File: config.mk
export PLATFORM = sky130hd
export DESIGN_NAME = axi_stream_2_ppfifo
export DESIGN_NICKNAME = d
export VERILOG_FILES = /design/src/rtl/axi_stream_2_ppfifo.sv
export SDC_FILE = /design/constraint.sdc
export NUM_CORES = 1
export LEC_CHECK = 0
export ABC_AREA = 1
export CORE_UTILIZATION = 40
export DETAILED_ROUTE_END_ITERATION = 12
export HOLD_SLACK_MARGIN = 0.02
export PLACE_DENSITY = 0.65
export SLEW_MARGIN = 40
export SYNTH_ARGS = -nofsm -noshare
export SYNTH_HDL_FRONTEND = slang
export SYNTH_SLANG_ARGS = --single-unit
File: constraint.sdc
create_clock -name clk -period 4.2 [get_ports clk]
set_clock_uncertainty 0.2 [all_clocks]
set_input_delay 1.26 -clock clk [delete_from_list [all_inputs] [get_ports clk]]
set_output_delay 1.26 -clock clk [all_outputs]
set_load 0.05 [all_outputs]
File: src/rtl/axi_stream_2_ppfifo.sv
// axi_stream_2_ppfifo
//
// AXI Stream slave that fills the write side of a dual-buffer ping-pong FIFO.
// A free buffer is claimed and accepted beats are written into it. The buffer
// is released when it is full or when the packet ends on tlast. A packet that
// overflows one buffer carries on into the next claimed buffer.
//
// Optional feature macro: AXI_KEEP_ERROR_EN
//   When defined, every accepted beat whose tkeep is not all-ones is counted
//   in a 16-bit saturating counter. When undefined, tkeep is ignored.
//
// Ports:
//   clk              clock for the AXI Stream and PPFIFO write interfaces
//   rst              synchronous, active-high reset
//   i_axi_valid      AXI Stream tvalid
//   o_axi_ready      AXI Stream tready (combinational from registers only)
//   i_axi_data       AXI Stream tdata
//   i_axi_keep       AXI Stream tkeep (data is always written whole)
//   i_axi_last       AXI Stream tlast
//   i_ppfifo_rdy     per-buffer "empty and available" flags
//   o_ppfifo_act     per-buffer "claimed for writing" flags, one-hot or zero
//   i_ppfifo_size    buffer capacity in words
//   o_ppfifo_stb     write strobe, one word per high cycle
//   o_ppfifo_data    write data
//   o_keep_err_count count of beats with partial tkeep (AXI_KEEP_ERROR_EN only)
//   i_keep_err_clear clears o_keep_err_count (AXI_KEEP_ERROR_EN only)

module axi_stream_2_ppfifo #(
   parameter int unsigned DATA_WIDTH = 32,
   parameter int unsigned SIZE_WIDTH = 24
) (
   input  logic                    clk,
   input  logic                    rst,
   input  logic                    i_axi_valid,
   output logic                    o_axi_ready,
   input  logic [DATA_WIDTH-1:0]   i_axi_data,
   input  logic [DATA_WIDTH/8-1:0] i_axi_keep,
   input  logic                    i_axi_last,
   input  logic [1:0]              i_ppfifo_rdy,
   output logic [1:0]              o_ppfifo_act,
   input  logic [SIZE_WIDTH-1:0]   i_ppfifo_size,
   output logic                    o_ppfifo_stb,
`ifdef AXI_KEEP_ERROR_EN
   output logic [15:0]             o_keep_err_count,
   input  logic                    i_keep_err_clear,
`endif
   output logic [DATA_WIDTH-1:0]   o_ppfifo_data
);

   typedef enum logic [1:0] {
      StIdle    = 2'd0,
      StWrite   = 2'd1,
      StRelease = 2'd2
   } state_e;

   state_e                state;
   logic [SIZE_WIDTH-1:0] r_count;
   logic [SIZE_WIDTH-1:0] r_size;
   logic [SIZE_WIDTH-1:0] count_inc;
   logic                  handshake;

   // Ready depends only on registered state so it never loops back through tvalid.
   assign o_axi_ready = (state == StWrite) && (r_count < r_size);
   assign handshake   = i_axi_valid && o_axi_ready;
   assign count_inc   = r_count + 1'b1;

   always_ff @(posedge clk) begin
      if (rst) begin
         state         <= StIdle;
         o_ppfifo_act  <= 2'b00;
         o_ppfifo_stb  <= 1'b0;
         o_ppfifo_data <= '0;
         r_count       <= '0;
         r_size        <= '0;
      end else begin
         o_ppfifo_stb <= 1'b0;
         unique case (state)
            StIdle: begin
               // act must read zero before a new claim, giving the PPFIFO a cycle
               // to update rdy after a release.
               if ((o_ppfifo_act == 2'b00) && (i_ppfifo_rdy != 2'b00)) begin
                  o_ppfifo_act <= i_ppfifo_rdy[0] ? 2'b01 : 2'b10;
                  r_count      <= '0;
                  r_size       <= i_ppfifo_size;
                  state        <= StWrite;
               end
            end
            StWrite: begin
               if (!(r_count < r_size)) begin
                  // Zero-size buffer: hand it back without writing.
                  state <= StRelease;
               end else if (handshake) begin
                  o_ppfifo_stb  <= 1'b1;
                  o_ppfifo_data <= i_axi_data;
                  r_count       <= count_inc;
                  if (i_axi_last || (count_inc == r_size)) begin
                     state <= StRelease;
                  end
               end
            end
            StRelease: begin
               o_ppfifo_act <= 2'b00;
               state        <= StIdle;
            end
            default: begin
               state <= StIdle;
            end
         endcase
      end
   end

`ifdef AXI_KEEP_ERROR_EN
   always_ff @(posedge clk) begin
      if (rst || i_keep_err_clear) begin
         o_keep_err_count <= 16'h0000;
      end else if (handshake && !(&i_axi_keep) && (o_keep_err_count != 16'hFFFF)) begin
         o_keep_err_count <= o_keep_err_count + 16'h0001;
      end
   end
`else
   logic unused_keep;
   assign unused_keep = ^i_axi_keep;
`endif

endmodule

# After elaboration in Yosys (flattened, before gate mapping)
# Cells that the tools add are included.
word_totals:
  ff_bits: 85
  input_bits: 66
classes:
  add_sub_neg: 1
  n_lt_le_gt_ge: 1
  n_eq_ne: 8
  muxes: 13
  n_bitwise: 2
  n_reduce_logical: 15
op_table:
  columns: ["op", "count"]
  rows:
  - ["$mux 24", 3]
  - ["$pmux 24 s2", 1]
  - ["$add 24x1->24 const B", 1]
  - ["$eq 24x24->1", 1]
  - ["$lt 24x24->1", 1]
  - ["$mux 2", 6]
  - ["$pmux 2 s2", 2]
  - ["$reduce_and 3->1", 2]
  - ["$reduce_bool 2->1", 3]
  - ["$logic_not 2->1", 2]
  - ["$ne 2x2->1 const B", 2]
  - ["$reduce_and 2->1", 2]
  - ["$reduce_and 4->1", 1]
  - ["$logic_and 1x1->1", 3]
  - ["$ne 3x2->1 const B", 1]
  - ["$ne 3x3->1 const B", 1]
  - ["$reduce_or 3->1", 1]
  - ["$eq 2x1->1 const B", 1]
  - ["$eq 2x2->1 const B", 1]
  - ["$ne 2x1->1 const B", 1]
  - ["$not 1->1", 2]
  - ["$logic_or 1x1->1", 1]
  - ["$mux 1", 1]

# Depth between registers and ports, before layout
depth:
  word_depth: 7
  mapped_depth: 18
  depth_no_buf: 18

# Worst setup path after synthesis
# OpenSTA, ideal clock, no wires.
synth_path:
  path_type: "register -> output"
  from: "register r_size[23]"
  to: "output port o_axi_ready"
  arrival_time_ns: 1.727
  required_ns: 2.740
  slack_ns: 1.013
  stages_incl_launch_ff: 11
  cell_sequence: "dfxtp_1 -> inv_1 -> ha_1 -> nand2_1 -> nor2_1 -> nand2_1 -> nor4_2 -> o21ai_2 -> nand3_1 -> clkinv_1 -> buf_2"
synth_via:
  elab_chain_cells: 2
synth_lines:
  columns: ["element", "line", "text"]
  rows:
  - ["from (decl)", "58", "logic [SIZE_WIDTH-1:0] r_size;"]
  - ["from (signal assigned)", "84", "r_size <= i_ppfifo_size;"]
  - ["$lt 24x24->1", "63", "assign o_axi_ready = (state == StWrite) && (r_count < r_size);"]
  - ["$logic_and 1x1->1", "63", null]
  - ["to (decl)", "35", "output logic o_axi_ready,"]
# No other way between the ends.

# Worst setup path in the final report
layout_path:
  from: "register r_size[22]"
  to: "output port o_axi_ready"
# Same word-level chain as after synthesis.

==> results by group <==
Run status
  • Status: complete, no violations

Placed design
  • Post-DP Area: 5958 µm²
  • Routability cong.: 0.8760
  • HPWL after DPL: 10.18 mm
  • IO buf count: 97

Detailed routing
  • Vias: 5084
  • DR WL/cell: 14.40 µm
  • DR DRC count: 0
  • Iteration count of the initial detailed-routing pass: 5
  • Drt initial violations: 316
  • Antenna-violating nets left: 0
  • DR vias/cell: 5.214
  • Drt total wl: 14.04 mm

Power
  • Total Power: 4.058 mW
  • VDD IR max: 0.0003810 V
  • Leak: 2.659 nW
  • Cell area power density: 648.4 nW/µm²

Run
  • Max Cap Violations: 0

GRT
  • Largest net degree at the start of global routing: 51
  • Initial antenna violation count: 0
  • Global-route total usage across every layer: 23.60%
  • Vias in the first global route: 5084
  • Global-route wire length before repair: 23.72 mm
  • Overflow after GRT: 0

Worst hold path
  • Hold Crit Class: flip-flop to flip-flop
  • Hold Path Sink: o_ppfifo_data[10]
  • Worst hold start: o_ppfifo_data[10]
  • Worst Hold Depth: 2

Floorplanning
  • Die Area: 12630 µm²
  • Initial core utilization: 41.80%
  • Overall die width: 112.4 µm
  • Core ar.: 11660 µm²
  • FP Rows: 39
  • DIE HEIGHT: 112.4 µm
  • I/O pins: 102

Synthesis
  • Synth Register Bits: 85
  • Synth Area in Simple Gates: 35.55%
  • Compound-cell area share of the yosys netlist: 14.40%
  • Main combinational cell family by area after synthesis: simple AND/OR/NAND/NOR gates
  • Syn nets: 831
  • Netlist Area Pre-Place: 4875 µm²
  • Synth Area per Inst: 6.587 µm²
  • Top FF cell, synth: dfxtp_1
  • Yosys cell types: 30
  • EDFF count, synth: 0
  • Post-synthesis mux area share: 0%
  • Xor/xnor share of the synthesized area: 0.6417%
  • Synth Warn #: 0
  • Syn Inst Count: 740
  • Ys async rst share: 0%
  • Post-Synth Adder-Cell Area: 6.417%
  • Sequential share of the synthesized area: 34.91%

Setup path
  • Critical R2R Launch: r_size[22]
  • CP max FO: 3
  • Arr. time, crit path: 2290 ps
  • R2R Path End: r_count[6]
  • WS Path Type: flip-flop to primary output
  • Startpoint types: flip-flop
  • R2R setup slack: 1290 ps
  • Worst R2R Path Depth: 13
  • Worst setup EP type: primary output
  • CP required: 2740 ps

Timing
  • Actual transition at the worst max-transition pin: 545.3 ps
  • Fin crit period: 3755 ps
  • Fmax: 266.3 MHz
  • Slew headroom: 63.65%
  • Final period util: 89.40%
  • RSZ-0062 raised after global routing: no
  • Fin. Hold Viols: 0
  • Number of slew-limit violations in the final report: 0
  • Setup Viol. Count Final: 0
  • Setup_tns: 0 ps

Clock network
  • Clock Path Buffers: 2
  • Worst-Skew Late Latency: 350 ps
  • TritonCTS clock tree: done
  • Sink Count: 85
  • Hold_buf cts: 0
  • Total CTS buffers: 9
  • Root Buffer: clkbuf_16
  • CTS resizes: 0
  • Post-CTS Setup Bufs: 0
  • H-tree levels: 3
  • CTS clk-pin slew, worst paths: 70 ps

Layout
  • Share of cells above drive strength 1: 6.731%
  • Layout Nets: 918
  • Area growth syn-to-layout: 28.39%
  • Finished Cell Area: 6259 µm²
  • N_diodes: 0
## layout make-up
| type | count | area [µm²] |
|---|---|---|
| Fill cell | 1164 | 5404 |
| Multi-Input combinational cell | 554 | 2784 |
| Sequential cell | 85 | 1702 |
| Timing Repair Buffer | 105 | 1028 |
| Inverter | 72 | 270.3 |
| Clock buffer | 9 | 225.2 |
| Tap cell | 143 | 178.9 |
| Clock inverter | 7 | 70.07 |
## worst max-delay path: stages (launching register included)
cell	delay (ps)
dfxtp_1	350
inv_1	90
ha_1	280
nand2_1	60
nor2_1	190
nand2_1	140
nor4_2	250
o21ai_2	150
nand3_1	150
clkinv_1	90
buf_4	200
## power by group
part / internal [mW] / switching [mW] / total [mW]
Sequential: 1.03 / 0.185 / 1.22
Clock: 0.418 / 0.381 / 0.798
Combinational: 0.696 / 1.35 / 2.04
Total: 2.15 / 1.91 / 4.06
## synth_stat cells, types with 9 or more instances
master | number | area share, %
dfxtp_1 | 85 | 35
buf_2 | 12 | 1.2
ha_1 | 25 | 6.4
clkbuf_1 | 13 | 1.0
o21ai_1 | 10 | 1.0
nor2_1 | 75 | 5.8
nand2_2 | 9 | 1.2
a21oi_1 | 92 | 9.4
nand4_1 | 9 | 1.2
nand2_1 | 195 | 15
inv_1 | 67 | 5.2
nand3_1 | 80 | 8.2
o21ai_0 | 35 | 3.6
## sequential cells by signal (all words and copies together), names as in the netlist
register / cells
o_ppfifo_stb: 1
r_count: 24
o_ppfifo_data: 32
r_size: 24
state: 2
o_ppfifo_act: 2
## per-stage QoR
stage	util, %	instances	hold slack (ps)	setup slack (ps)
3_3_place_gp	51.09	959	250.8	681.0
4_1_cts	53.62	975	266.2	429.9
6_report	53.66	975	263.2	445.4
5_1_grt	53.66	975	292.8	281.2
2_1_floorplan	-	740	247.8	1013
3_5_place_dp	51.09	959	255.3	641.6
## cells in the final DEF (no fill, tap or decap)
master | synthesis | final
clkdlybuf4s50_1 | 0 | 96
xnor3_1 | 1 | 1
nor3b_1 | 1 | 1
a21oi_1 | 92 | 92
nand3_1 | 80 | 80
ha_1 | 25 | 25
nor2_8 | 3 | 3
buf_4 | 0 | 9
dfxtp_1 | 85 | 85
o21ai_0 | 35 | 35
inv_6 | 0 | 1
clkinv_4 | 0 | 2
nor2_2 | 4 | 4
nor2_4 | 2 | 2
o21ai_2 | 1 | 1
o21ai_1 | 10 | 10
xor2_1 | 1 | 1
o211ai_1 | 1 | 1
nor4_2 | 1 | 1
nand2_2 | 9 | 8
clkbuf_16 | 0 | 9
inv_1 | 67 | 67
nand4_2 | 1 | 1
nand2_1 | 195 | 195
nand2_4 | 2 | 3
nor3_1 | 1 | 1
clkinv_1 | 2 | 2
nor2_1 | 75 | 75
clkinv_8 | 0 | 1
inv_2 | 3 | 3
or2_2 | 3 | 3
clkinv_2 | 0 | 1
nand3_2 | 2 | 2
nand4_1 | 9 | 9
inv_8 | 0 | 2
## how the worst max path moves through the flow
stage	to	cells after the start	slack [ps]	from
6_report	o_axi_ready	10	450	r_size[22]
5_1_grt	o_axi_ready	10	280	r_size[23]
4_1_cts	o_axi_ready	10	430	r_size[23]
3_5_place_dp	r_count[2]	9	640	i_ppfifo_rdy[0]
3_3_place_gp	r_count[6]	9	680	i_ppfifo_rdy[0]
2_1_floorplan	o_axi_ready	10	1010	r_size[23]
## routing by layer
metal / part of all wire (%) / GRT usage, % / up-vias
met2: 48 / 40.41 / 134
met5: 0 / 0 / -
met1: 43 / 28.26 / 2331
li1: - / - / 2600
met3: 6.2 / 7.289 / 19
met4: 1.9 / 7.378 / 0
## logic make-up after synthesis
kind of cell / count (synthesis)
xor+xnor: 2
flops: 85
simple gates: 388
fa+ha+maj: 25
buf+inv: 101
compound gates: 139
Power figures use the tool's default switching activity.
